<file path="src/rtl/tpu_pkg.sv">
// ---------------------------------------------------------------------------
// tpu_pkg
// Shared types and constants for the pooling datapath.
//   fp32_t     : IEEE-754 single-precision fields (sign, exp, mant)
//   FP32_QNAN  : canonical quiet NaN returned whenever a NaN is seen
//   state_e    : reducer FSM states (EMPTY = no partial window held,
//                ACCUM = a partial window is being reduced)
// ---------------------------------------------------------------------------
package tpu_pkg;

   typedef struct packed {
      logic        sign;
      logic [7:0]  exp;
      logic [22:0] mant;
   } fp32_t;

   localparam logic [31:0] FP32_QNAN = 32'h7FC0_0000;

   typedef enum logic {
      ST_EMPTY = 1'b0,
      ST_ACCUM = 1'b1
   } state_e;

endpackage

</file>
<file path="src/rtl/fp32_max.sv">
// ---------------------------------------------------------------------------
// fp32_max
// Combinational maximum of two IEEE-754 single-precision values.
//   a, b : operands
//   y    : the larger operand, or FP32_QNAN if either operand is a NaN
// Ordering is total over non-NaN values: +0 is above -0, infinities and
// subnormals are ordered like any other value.
// ---------------------------------------------------------------------------
module fp32_max
   import tpu_pkg::*;
(
   input  fp32_t a,
   input  fp32_t b,
   output fp32_t y
);

   logic        aNaN;
   logic        bNaN;
   logic [31:0] keyA;
   logic [31:0] keyB;

   // Map each value onto an unsigned key whose integer order matches the
   // floating-point order: positives get the top bit set so they sit above
   // all negatives, and negatives are bit-inverted so a larger magnitude
   // gives a smaller key. This also places -0 directly below +0.
   always_comb begin
      aNaN = (a.exp == 8'hFF) && (a.mant != 23'd0);
      bNaN = (b.exp == 8'hFF) && (b.mant != 23'd0);
      keyA = a.sign ? ~a : {1'b1, a[30:0]};
      keyB = b.sign ? ~b : {1'b1, b[30:0]};
      if (aNaN || bNaN) begin
         y = FP32_QNAN;
      end else if (keyA >= keyB) begin
         y = a;
      end else begin
         y = b;
      end
   end

endmodule

</file>
<file path="src/rtl/maxpool_reducer.sv">
// ---------------------------------------------------------------------------
// maxpool_reducer
// Streams fp32 elements in, reduces each window of up to WINDOW elements to
// its maximum and presents one result per window.
//   clk, rst_n                      : clock, asynchronous active-low reset
//   in_valid / in_ready             : element handshake
//   in_data                         : fp32 element
//   in_last                         : closes the current window early
//   out_valid / out_ready           : result handshake
//   out_data                        : fp32 maximum of the window
//   out_count                       : number of elements in that window
// ---------------------------------------------------------------------------
module maxpool_reducer
   import tpu_pkg::*;
#(
   parameter int WINDOW = 4
) (
   input  logic        clk,
   input  logic        rst_n,
   input  logic        in_valid,
   output logic        in_ready,
   input  logic [31:0] in_data,
   input  logic        in_last,
   output logic        out_valid,
   input  logic        out_ready,
   output logic [31:0] out_data,
   output logic [4:0]  out_count
);

   localparam logic [4:0] LAST_IDX = 5'(WINDOW - 1);

   state_e      state_q, state_d;
   logic [4:0]  cnt_q, cnt_d;
   logic [31:0] acc_q, acc_d;
   logic        outValid_q, outValid_d;
   logic [31:0] outData_q, outData_d;
   logic [4:0]  outCount_q, outCount_d;

   logic        acceptBeat;
   logic        closeBeat;
   fp32_t       maxA;
   fp32_t       maxY;

   // A result slot frees up either when it is empty or when it is being
   // taken this cycle, so acceptance never waits on in_valid.
   assign in_ready   = !outValid_q || out_ready;
   assign acceptBeat = in_valid && in_ready;
   assign closeBeat  = in_last || (cnt_q == LAST_IDX);

   // On the first beat of a window the element is compared with itself,
   // which returns it unchanged or canonicalises a NaN, so one comparator
   // covers both the start and the continuation of a window. A NaN held in
   // the accumulator forces every later comparison to NaN, keeping it sticky.
   assign maxA = (state_q == ST_EMPTY) ? fp32_t'(in_data) : fp32_t'(acc_q);

   fp32_max u_max (
      .a (maxA),
      .b (fp32_t'(in_data)),
      .y (maxY)
   );

   // Next-state logic: take the pending result away when downstream accepts
   // it, then fold an accepted beat into the window. A closing beat loads the
   // result register directly, which also covers a same-cycle transfer and
   // close without dropping anything.
   always_comb begin
      state_d    = state_q;
      cnt_d      = cnt_q;
      acc_d      = acc_q;
      outValid_d = outValid_q;
      outData_d  = outData_q;
      outCount_d = outCount_q;

      if (outValid_q && out_ready) begin
         outValid_d = 1'b0;
      end

      if (acceptBeat) begin
         if (closeBeat) begin
            outData_d  = maxY;
            outCount_d = 5'(cnt_q + 5'd1);
            outValid_d = 1'b1;
            cnt_d      = 5'd0;
            state_d    = ST_EMPTY;
         end else begin
            acc_d   = maxY;
            cnt_d   = 5'(cnt_q + 5'd1);
            state_d = ST_ACCUM;
         end
      end
   end

   // State registers; reset discards any partial window and pending result.
   always_ff @(posedge clk or negedge rst_n) begin
      if (!rst_n) begin
         state_q    <= ST_EMPTY;
         cnt_q      <= 5'd0;
         acc_q      <= 32'd0;
         outValid_q <= 1'b0;
         outData_q  <= 32'd0;
         outCount_q <= 5'd0;
      end else begin
         state_q    <= state_d;
         cnt_q      <= cnt_d;
         acc_q      <= acc_d;
         outValid_q <= outValid_d;
         outData_q  <= outData_d;
         outCount_q <= outCount_d;
      end
   end

   assign out_valid = outValid_q;
   assign out_data  = outData_q;
   assign out_count = outCount_q;

endmodule

</file>
<file path="config.mk">
export PLATFORM = sky130hd
export DESIGN_NAME = maxpool_reducer
export DESIGN_NICKNAME = d
export VERILOG_FILES = /design/src/rtl/tpu_pkg.sv /design/src/rtl/fp32_max.sv /design/src/rtl/maxpool_reducer.sv
export SDC_FILE = /design/constraint.sdc
export NUM_CORES = 1
export LEC_CHECK = 0
export CAP_MARGIN = 20
export CORE_MARGIN = 1.5
export CORE_UTILIZATION = 55
export CTS_BUF_LIST = sky130_fd_sc_hd__clkbuf_8
export CTS_CLUSTER_DIAMETER = 60
export DETAILED_ROUTE_END_ITERATION = 8
export PLACE_DENSITY = 0.87
export SLEW_MARGIN = 10
export SYNTH_ARGS = -nofsm -noshare
export SYNTH_HDL_FRONTEND = slang
export SYNTH_SLANG_ARGS = --single-unit
</file>
<file path="constraint.sdc">
create_clock -name clk -period 8 [get_ports clk]
set_clock_uncertainty 0.05 [all_clocks]
set_input_delay 2 -clock clk [delete_from_list [all_inputs] [get_ports clk]]
set_output_delay 2 -clock clk [all_outputs]
set_load 0.01 [all_outputs]
</file>
==> results.txt <==
----------------------------------------------------
[Clock tree]
  Reg clk slew, reported paths ... 0.08 ns
  Buffer count from post-CTS setup fixing ... 0
  Sink Count ... 76
  Number of buffers inserted for hold repair after clock tree synthesis ... 0
  CTS H-Tree Depth ... 3
  # resized after CTS ... 0
  Clock buffer depth ... 2
  Number of clock buffers inserted by TritonCTS ... 9
  Clock tree from TritonCTS ... built
  Clock Tree Root ... clkbuf_8
  Skew-Pair Late Insertion Delay ... 0.36 ns

[Cells and area]
  Count of fill cells added during filler insertion ... 696
  Fraction of layout instances using a drive strength above 1 ... 0.0468
  Total Nets Final ... 620
  Antenna diode count ... 0
  Final Util ... 0.678
  Layout area overhead ... 20.1%

[Timing]
  Setup repair after global routing missed its margin ... false
  Minimum clock period ... 6.06 ns
  F_max ... 165 MHz
  Final hold vios ... 0
  Slew of the pin with the lowest slew margin ... 1.08 ns
  Worst max-slew margin expressed relative to the limit ... 0.283
  Count of final max-slew check failures ... 0
  Number of failing setup endpoints in the final timing report ... 0
  Post-Route Setup TNS ... 0 ns
  Period Utilization, post-route ... 0.757

[Synth]
  Proportion of synthesized chip area in sequential cells ... 0.388
  Proportion of netlist area held by the largest area contributor ... 0.388
  Synth Net Count ... 555
  Count of unique library cells instantiated by Yosys ... 41
  Syn Area/Cell ... 10.1 µm²
  Cell area after technology mapping ... 4900 µm²
  Cell taking the most area after synthesis ... dfrtp_1
  Most area-consuming cells after synthesis ... dfrtp_1 (39%), mux2i_1 (13%), ha_1 (8.4%), xnor2_1 (5.9%), xor2_1 (5.7%)
  Total of warnings raised by yosys ... 0
  Post-synthesis register bit count ... 76
  Synthesized instance count ... approximately 490

[Setup path]
  Peak fanout along the critical path ... 35
  CP max stage delay ... 0.54 ns
  CP max stage cell ... a31oi_4
  Critical path required time ... 8.20 ns
  Critical path start-end classification ... primary input to flop
  Depth of the worst register-to-register path ... 12
  Critical Path Source Type ... primary input
  Crit path cell chain ... buf_2, buf_4, mux2i_4, buf_4, xor2_1, ha_1, a21oi_1, o21ai_0, a221oi_1, o22ai_1, a31oi_4, buf_4, nand4_1, o22a_1
  Endpoint kind of the worst setup timing path ... flop
  Arrival @ worst endpoint ... 6.25 ns
  Crit-path most repeated cell ... buf_4

[Floorplan]
  Die area ... between 9000 and 10000 µm²
  Die Width ... 97.4 µm
  I/O Pins ... 76
  Row Count ... 34
  Die height ... 97.4 µm
  Initial Util ... 0.565
  Standard cell core area ... 8680 µm²

[Routing]
  Number of DRC violations after detailed routing ... 0
  Mean number of vias per cell ... slightly above 6
  Remaining number of nets flagged by the antenna check after routing ... 0
  Via count ... 4050
  WL final ... ~12000 µm
  Routed wirelength normalized by instance count ... 18.4 µm
  DRC violation total after the first TritonRoute iteration ... approximately 240
  Pre-antenna DRT Iters ... 5

[GRT]
  Total global-route track usage ... 0.262
  Wire length of the first global-routing pass ... 20200 µm
  Largest net degree at the start of global routing ... 77
  Initial antenna violation count ... 0
  Via count of the first global-routing pass ... 4075
  Overflow left after global routing ... 0

[Power and ir drop]
  IR drop worst, VDD ... between 0.1 and 0.15 mV
  Power density relative to cell area ... 274 nW/µm²
  Standby leakage power ... about 0.0027 µW

[Placed design]
  Last weighted congestion value of the routability-driven placer ... 0.934
  Count of port buffers added during placement ... 75
  Post-DP HPWL ... 8490 µm

[Outcome]
  Outcome ... finished, final reports clean

[Min path]
  Worst hold stages ... 2
  Hold Path Class ... flop to flop

[Run]
  Number of violations of the max-capacitance limit ... 0

----------------------------------------------------
==> cell type report <==
cell class,instances,area (µm²),area share
inverter,2,7.51,0.00128
clock buffer,9,124,0.0210
timing repair buffer,80,781,0.133
sequential,76,1900,0.323
tap,108,135,0.0230
clock inverter,7,46.3,0.00786
multi-input combinational,381,2890,0.491
==> cell families after synthesis <==
family          Yosys count  synth area share
fa+ha+maj                33            0.0842
buf+inv                  28            0.0266
compound gates          112             0.153
flops                    76             0.388
xor+xnor                 65             0.116
mux                      62             0.127
simple gates            109             0.105
==> cell usage after synthesis, drive strengths merged <==
library cell	instances
dfrtp	76
mux2i	62
nand2	47
o21ai	37
ha	33
xnor2	33
xor2	32
a22o	25
a21oi	24
nor2	22
buf	15
clkbuf	11
nor4	11
nand4	10
o22a	9
nand3	6
nand2b	3
nor3	3
a221o	2
a221oi	2
a31oi	2
and4	2
inv	2
o21a	2
o31ai	2
a2111o	1
a21boi	1
a21o	1
a32o	1
a41o	1
and2	1
and3	1
nor2b	1
nor3b	1
o2111ai	1
o22ai	1
or3	1
==> cells in the final DEF (no fill, tap or decap), drive strengths merged, types with 2 or more instances in the layout <==
cell type	count
dfrtp	76
clkdlybuf4s50	73
mux2i	62
nand2	47
o21ai	37
xnor2	33
ha	33
xor2	32
a22o	25
a21oi	24
nor2	22
nor4	11
nand4	10
o22a	9
clkbuf	9
buf	7
nand3	6
clkinv	4
inv	3
nand2b	3
nor3	3
o21a	2
and4	2
a221oi	2
o31ai	2
a221o	2
clkinvlp	2
a31oi	2
==> worst paths after layout <==
path	slack, ns	start	end
max reg2reg	2.72	state_q	acc_q[28]
min in group asynchronous	1.73	rst_n	out_data[15]
min	0.43	out_data[8]	out_data[8]
max	1.94	in_data[31]	acc_q[28]
max in group asynchronous	5.47	rst_n	state_q
min reg2reg	0.43	out_data[8]	out_data[8]
==> metal layers <==
layer / track usage / vias up / wire length (µm)
met3: 0.0576 / 17 / 753
met2: 0.429 / 140 / 5970
li1: - / 1903 / -
met1: 0.342 / 1990 / 5260
met5: 0 / - / 0
met4: 0.0956 / 0 / 207
==> per-stage QoR <==
| step | cells | area, µm² | worst slack, ns | total power, µW | hold slack, ns |
|---|---|---|---|---|---|
| after floorplan | 485 | 4900 | 2.84 | 1060 | 0.416 |
| after global routing | 663 | 5890 | 1.73 | 1720 | 0.452 |
| after global placement | 647 | 5720 | 1.84 | 1300 | 0.410 |
| final | 663 | 5890 | 1.94 | 1610 | 0.428 |
| after detailed placement | 647 | 5720 | 1.64 | 1350 | 0.419 |
| after CTS | 663 | 5890 | 1.97 | 1610 | 0.435 |
==> critical path, delay by kind of cell <==
kind                     cells  cell delay [ns]
adder cells (fa/ha/maj)      1             0.35
AND/OR/NAND/NOR              1             0.42
buffers and inverters        4             1.33
AO/OA/AOI/OAI                6             1.79
XOR/XNOR                     1             0.14
multiplexers                 1             0.20
==> flip-flops by register name (all words and copies together), names as in the netlist <==
name / flops
cnt_q: 5
acc_q: 32
out_valid: 1
out_count: 5
out_data: 32
state_q: 1
==> power breakdown <==
part / total (µW) / switching [µW] / internal [µW]
clock: 264 / 153 / 111
combinational: 725 / 356 / 369
sequential: 622 / 121 / 501
total: 1610 / 629 / 982
Note: power is estimated with default switching activity, not from simulation.
